<file path="config.mk">
export PLATFORM = sky130hd
export DESIGN_NAME = mem_arbiter
export DESIGN_NICKNAME = d
export VERILOG_FILES = /design/src/rtl/mem_arbiter.sv
export SDC_FILE = /design/constraint.sdc
export NUM_CORES = 1
export LEC_CHECK = 0
export CORE_MARGIN = 2
export CORE_UTILIZATION = 35
export CTS_BUF_LIST = sky130_fd_sc_hd__clkbuf_8
export CTS_CLUSTER_DIAMETER = 50
export DETAILED_ROUTE_END_ITERATION = 8
export SLEW_MARGIN = 20
export SYNTH_ARGS = -nofsm -noshare
export SYNTH_HDL_FRONTEND = slang
export SYNTH_SLANG_ARGS = --single-unit
</file>
<file path="constraint.sdc">
create_clock -name clk_in -period 15.3 [get_ports clk_in]
set_input_delay 3.06 -clock clk_in [delete_from_list [all_inputs] [get_ports clk_in]]
set_output_delay 3.06 -clock clk_in [all_outputs]
set_load 0.05 [all_outputs]
</file>
<file path="src/rtl/mem_arbiter.sv">
// Byte-serial arbiter for the CPU's single RAM/IO port: fetch bursts vs. LSB accesses.
// Define MEM_ARB_RR_EN for round-robin tie breaking; otherwise the LSB always wins ties.
`timescale 1ns/1ps
module mem_arbiter #(
  parameter int unsigned IF_BURST = 4,
  parameter logic [31:0] IO_BASE  = 32'h30000
) (
  input  logic        clk_in,
  input  logic        rst_in,
  input  logic        rdy_in,
  input  logic [7:0]  mem_din,
  output logic [7:0]  mem_dout,
  output logic [31:0] mem_a,
  output logic        mem_wr,
  input  logic        io_buffer_full,
  input  logic        if_req,
  input  logic [31:0] if_addr,
  output logic        if_avail,
  output logic        if_word_valid,
  output logic [31:0] if_word,
  output logic        if_done,
  input  logic        ls_req,
  input  logic        ls_we,
  input  logic [1:0]  ls_size,
  input  logic [31:0] ls_addr,
  input  logic [31:0] ls_wdata,
  output logic        ls_done,
  output logic [31:0] ls_rdata,
  input  logic        rollback_in
);

  localparam logic [7:0] IF_BYTES = 8'(4 * IF_BURST);

  typedef enum logic [1:0] {IDLE, IF_RD, LS_RD, LS_WR} state_t;

  state_t      r_state;
  logic [31:0] r_addr;
  logic [31:0] r_word;
  logic [31:0] r_wdata;
  logic [7:0]  r_len;
  logic [7:0]  r_cnt;
`ifdef MEM_ARB_RR_EN
  logic        r_last_ls;
`endif

  logic        w_if_ok;
  logic        w_ls_ok;
  logic        w_pick_ls;
  logic        w_grant;
  logic [7:0]  w_ls_len;
  logic [7:0]  w_nxt;
  logic [1:0]  w_rd_lane;
  logic [31:0] w_rd_word;
  logic        w_rd_last;
  logic [7:0]  w_wr_idx;
  logic [31:0] w_wr_addr;
  logic [7:0]  w_wr_byte;
  logic        w_stall;
  logic        w_wr_last;

  // Rollback squashes speculative fetches and loads at the grant edge; stores are committed.
  always_comb begin
    w_if_ok = if_req && !rollback_in;
    w_ls_ok = ls_req && (ls_we || !rollback_in);
`ifdef MEM_ARB_RR_EN
    w_pick_ls = w_ls_ok && (!w_if_ok || !r_last_ls);
`else
    w_pick_ls = w_ls_ok;
`endif
    // A requester still holds its request during its done pulse, so no grant then.
    w_grant = !if_done && !ls_done && (w_ls_ok || w_if_ok);
    case (ls_size)
      2'b00:   w_ls_len = 8'd1;
      2'b01:   w_ls_len = 8'd2;
      default: w_ls_len = 8'd4;
    endcase
  end

  // Read pipeline: byte r_cnt-1 arrives on mem_din while address r_cnt+1 goes out.
  always_comb begin
    w_nxt     = r_cnt + 8'd1;
    w_rd_lane = r_cnt[1:0] - 2'd1;
    w_rd_last = (r_cnt == r_len);
    w_rd_word = r_word;
    case (w_rd_lane)
      2'd0:    w_rd_word[7:0]   = mem_din;
      2'd1:    w_rd_word[15:8]  = mem_din;
      2'd2:    w_rd_word[23:16] = mem_din;
      default: w_rd_word[31:24] = mem_din;
    endcase
  end

  // Write side: with mem_wr low the current byte is retried, otherwise the next one is set up.
  always_comb begin
    w_wr_idx  = mem_wr ? w_nxt : r_cnt;
    w_wr_addr = r_addr + {24'b0, w_wr_idx};
    case (w_wr_idx[1:0])
      2'd0:    w_wr_byte = r_wdata[7:0];
      2'd1:    w_wr_byte = r_wdata[15:8];
      2'd2:    w_wr_byte = r_wdata[23:16];
      default: w_wr_byte = r_wdata[31:24];
    endcase
    w_stall   = io_buffer_full && (w_wr_addr >= IO_BASE);
    w_wr_last = mem_wr && (w_nxt == r_len);
  end

  always_ff @(posedge clk_in or posedge rst_in) begin
    if (rst_in) begin
      r_state       <= IDLE;
      r_addr        <= '0;
      r_word        <= '0;
      r_wdata       <= '0;
      r_len         <= '0;
      r_cnt         <= '0;
      mem_a         <= '0;
      mem_dout      <= '0;
      mem_wr        <= 1'b0;
      if_avail      <= 1'b1;
      if_word_valid <= 1'b0;
      if_word       <= '0;
      if_done       <= 1'b0;
      ls_done       <= 1'b0;
      ls_rdata      <= '0;
`ifdef MEM_ARB_RR_EN
      r_last_ls     <= 1'b0;
`endif
    end else if (rdy_in) begin
      if_word_valid <= 1'b0;
      if_done       <= 1'b0;
      ls_done       <= 1'b0;
      case (r_state)
        IDLE: begin
          if (w_grant) begin
            r_cnt    <= '0;
            r_word   <= '0;
            if_avail <= 1'b0;
            if (w_pick_ls) begin
              r_state  <= ls_we ? LS_WR : LS_RD;
              r_addr   <= ls_addr;
              mem_a    <= ls_addr;
              r_len    <= w_ls_len;
              r_wdata  <= ls_wdata;
              mem_dout <= ls_wdata[7:0];
`ifdef MEM_ARB_RR_EN
              r_last_ls <= 1'b1;
`endif
            end else begin
              r_state <= IF_RD;
              r_addr  <= if_addr;
              mem_a   <= if_addr;
              r_len   <= IF_BYTES;
`ifdef MEM_ARB_RR_EN
              r_last_ls <= 1'b0;
`endif
            end
          end
        end
        IF_RD, LS_RD: begin
          if (rollback_in) begin
            r_state  <= IDLE;
            mem_a    <= '0;
            if_avail <= 1'b1;
          end else begin
            r_cnt <= w_nxt;
            mem_a <= (w_nxt < r_len) ? r_addr + {24'b0, w_nxt} : '0;
            if (r_cnt != 8'd0) begin
              r_word <= w_rd_word;
              if (r_state == IF_RD && w_rd_lane == 2'd3) begin
                if_word_valid <= 1'b1;
                if_word       <= w_rd_word;
              end
              if (w_rd_last) begin
                r_state  <= IDLE;
                if_avail <= 1'b1;
                if (r_state == IF_RD) begin
                  if_done <= 1'b1;
                end else begin
                  ls_done  <= 1'b1;
                  ls_rdata <= w_rd_word;
                end
              end
            end
          end
        end
        LS_WR: begin
          if (w_wr_last) begin
            r_state  <= IDLE;
            mem_wr   <= 1'b0;
            mem_a    <= '0;
            mem_dout <= '0;
            ls_done  <= 1'b1;
            if_avail <= 1'b1;
          end else begin
            r_cnt    <= w_wr_idx;
            mem_a    <= w_wr_addr;
            mem_dout <= w_wr_byte;
            mem_wr   <= !w_stall;
          end
        end
        default: r_state <= IDLE;
      endcase
    end
  end

endmodule
</file>
==> flow_summary.json <==
{
  "filler_cell_count_in_the_final_layout": 3254,
  "cts_hold_buffers": 0,
  "fp.coreArea_mm2": 0.0335,
  "grt_max_degree": 97,
  "setup_viol": 0,
  "gate_count_after_technology_mapping": 1302,
  "clk-insertion-delay-late_ns": 0.56,
  "vdd.ir_drop.worst_mv": 0.111,
  "postCtsSetupRepairBufs": 0,
  "critPathMaxFanout": 63,
  "top_cells_by_area_synth": "dfrtp_1 (46%), a21oi_1 (7.0%), o21ai_0 (6.0%)",
  "synth.net_count": 1447,
  "postSynthAreaPerCell_um2": 9.16,
  "predominant_post_synthesis_flop_cell": "dfrtp_1",
  "synth_enable_flop_cells": 0,
  "timing.fmax_mhz": 170,
  "total_leakage_power_nw": 6.54,
  "initial_drc_count": 707,
  "maxcap_violations": 0,
  "tritoncts": "yes",
  "cts_inserted_buffers": 42,
  "criticalPathCategory": "input pin to register",
  "path_clk_slew_ns": 0.06,
  "vertical_die_dimension_um": 189,
  "regToRegStartpoint": "r_cnt[0]$_DFFE_PP0P_",
  "drt_pre_antenna_iters": 5,
  "syn-cell-area_mm2": 0.0119,
  "timing.final.hold_violations": 0,
  "status": "complete, no violations",
  "final.setup_skew_ns": 0.0274,
  "io_pins": 223,
  "layout_worst_path_cycle_share_pct": 38.4,
  "rsz0062_at_grt": "false",
  "synth_top_area_share_pct": 45.7,
  "fp-row-count": 67,
  "area_of_combinational_cells_with_multiple_inputs_mm2": 0.00600,
  "synth-async-reset-ratio_pct": 100,
  "synth.ff_latch_count": 219,
  "hp-start": "r_word[22]$_DFFE_PP0P_",
  "max_slew_headroom_pct": 26.1,
  "die_area_mm2": 0.0356,
  "port-buffer-count": 222,
  "final_layout_size_suffix_gt1_share_pct": 8.47,
  "grt_pass1_wl_um": 56800,
  "synth_largest_area_cell": "dfrtp_1",
  "cts_htree_levels": 2,
  "clockBufferDepth": 3,
  "floorplan.initialDensity_pct": 35.6,
  "fin_crit_ns": 5.88,
  "setup_slack_on_the_worst_flop_to_flop_path_ns": 10.54,
  "setup-tns-final_ns": 0,
  "synthesis.yosys.warnings": 0,
  "numClockSinks": 219,
  "dp.cells": 1888,
  "antenna_found_initial": 0,
  "first_global_vias": 10200,
  "p_per_area_mw_per_mm2": 208,
  "num-nets-final": 1629,
  "hp-class": "register to register",
  "crit_path_start_kind": "input pin",
  "worstSetupEndpointType": "register",
  "cp-startpoint": "rollback_in",
  "worst_ep_arrival_time_ns": 6.28,
  "wire_per_inst_um": 17.8,
  "worst-slew-pin-transition_ns": 1.10,
  "final-seq-area_mm2": 0.00548,
  "floorplan.die.width_um": 189,
  "synthDistinctLibCells": 67,
  "antenna_cells": 0,
  "post-route-drc-count": 0,
  "grt_remaining_overflow": 0,
  "via_per_instance_ratio": 5.26,
  "synth_sequential_area_ratio_pct": 46.0,
  "final-max-slew-violation-count": 0,
  "cts.root.buffer_cell": "clkbuf_8",
  "area.growth.synth_to_final_pct": 27.5,
  "final_antenna_net_count": 0,
  "routed_wirelength_um": 34900,
  "cts_resized": 0,
  "final_cells": 1959,
  "gr-usage-all-layers_pct": 19.7,
  "gp_congestion": 0.868,
  "place.detailed.hpwl_um": 24800,
  "worst_ep_required_time_ns": 15.70,
  "vias": 10300
}
[through the flow]
stage                     instance area (um2)  power [mW]  utilization [%]  setup WS (ns)  hold WS, ns
after floorplan                         11900        2.12                -           6.25        0.442
after global placement                  14500        2.63             43.1           8.98        0.453
after detailed placement                14500        2.66             43.1           8.95        0.462
after CTS                               15200        3.19             45.3           9.52        0.475
after global routing                    15200        3.39             45.3           9.24        0.491
final                                   15200        3.17             45.3           9.42        0.470
[cell type report]
cell class                 instances  area share (%)
tap                              448            3.69
clock inverter                    26           0.848
multi-input combinational        961            39.4
clock buffer                      45            4.07
sequential                       219            36.1
inverter                          26           0.691
timing repair buffer             234            15.2
[cell families after synthesis]
logic type	count (synthesis)	synth area share, %
adders and majority gates	31	3.38
and+or+nand+nor	381	14.7
AOI/OAI and AO/OA	431	21.1
DFF	219	46.0
muxes	81	8.02
buffers and inverters	122	4.07
xor gates and xnor gates	37	2.72
[worst paths after layout]
path / end / cells past startpoint
worst max-delay path: mem_a[13]$_DFFE_PP0P_ / 10
worst min-delay path: r_word[22]$_DFFE_PP0P_ / 2
worst max register to register: mem_a[23]$_DFFE_PP0P_ / 13
worst min register to register: r_word[22]$_DFFE_PP0P_ / 2
max in group asynchronous: r_wdata[16]$_DFFE_PP0P_ / 4
min in group asynchronous: ls_rdata[1]$_DFFE_PP0P_ / 2
[routing by layer]
layer,wire (um),vias to the layer above,GRT usage (%)
li1,-,5009,-
met1,16600,4895,28.6
met3,2400,59,4.12
met2,15100,348,29.9
met5,0,-,0
met4,729,0,5.17
[worst max-delay path, cell delays in order]
cell and delay (ns):
clkdlybuf4s50_1 0.49, inv_1 0.14, o21ai_1 0.18, a211oi_1 0.64, o21ai_4 0.06, buf_4 0.32
nor2_1 0.92, o31ai_1 0.17, a21oi_1 0.18, a311oi_1 0.06
[Yosys cell counts, types with 4 or more instances]
master	instances
nor2_1	70
o22ai_1	8
nand3_1	25
xor2_1	12
o31ai_1	12
dfrtp_1	218
nor3_1	16
a22oi_1	8
buf_1	5
a211oi_1	7
a21o_1	10
and2_1	8
clkbuf_1	81
and3_1	17
mux4_2	8
inv_1	25
o21ai_1	5
a31oi_1	10
o21a_1	7
o221ai_1	4
mux2_2	37
nand4_1	11
o21ai_0	143
o211ai_1	6
nor2b_1	37
a22o_1	7
a21oi_1	168
or3_1	5
nor4_1	6
nand2b_1	4
ha_1	29
buf_2	7
mux2i_1	36
xnor2_1	25
nand2_1	171
[layout by cell type (no fill, tap or decap), types with 4 or more instances in the layout]
cell type / synthesis / layout
nor2_1: 70 / 70
nor3_1: 16 / 16
and3_1: 17 / 17
o21ai_0: 143 / 143
nor2b_1: 37 / 37
a22oi_1: 8 / 8
o21a_1: 7 / 6
o31ai_1: 12 / 12
ha_1: 29 / 29
clkbuf_8: 0 / 45
clkdlybuf4s50_1: 0 / 222
nand2b_1: 4 / 4
nand2_1: 171 / 170
o211ai_1: 6 / 6
inv_1: 25 / 42
dfrtp_1: 218 / 218
a211oi_1: 7 / 7
or3_1: 5 / 5
nor4_1: 6 / 6
xnor2_1: 25 / 25
mux2_2: 37 / 37
mux4_2: 8 / 8
and2_1: 8 / 8
nand3_1: 25 / 24
xor2_1: 12 / 12
o22ai_1: 8 / 8
a31oi_1: 10 / 10
a21oi_1: 168 / 168
nand4_1: 11 / 11
a22o_1: 7 / 7
o221ai_1: 4 / 4
a21o_1: 10 / 10
buf_4: 1 / 12
mux2i_1: 36 / 36
[where the power goes]
group | leakage (nW) | switching, mW | total (mW) | internal, mW
Sequential | 2.75 | 0.202 | 1.03 | 0.823
Clock | 0.442 | 0.248 | 0.519 | 0.272
Combinational | 3.34 | 1.04 | 1.62 | 0.587
Total | 6.54 | 1.49 | 3.17 | 1.68
[registers in the layout, indices dropped and copies added, names as in the netlist, 2 cells and up]
register	cells
if_word	32
ls_rdata	32
mem_a	32
mem_dout	8
r_addr	32
r_cnt	8
r_len	4
r_state	2
r_wdata	32
r_word	32
No activity file was read; power rests on OpenSTA's default activity.
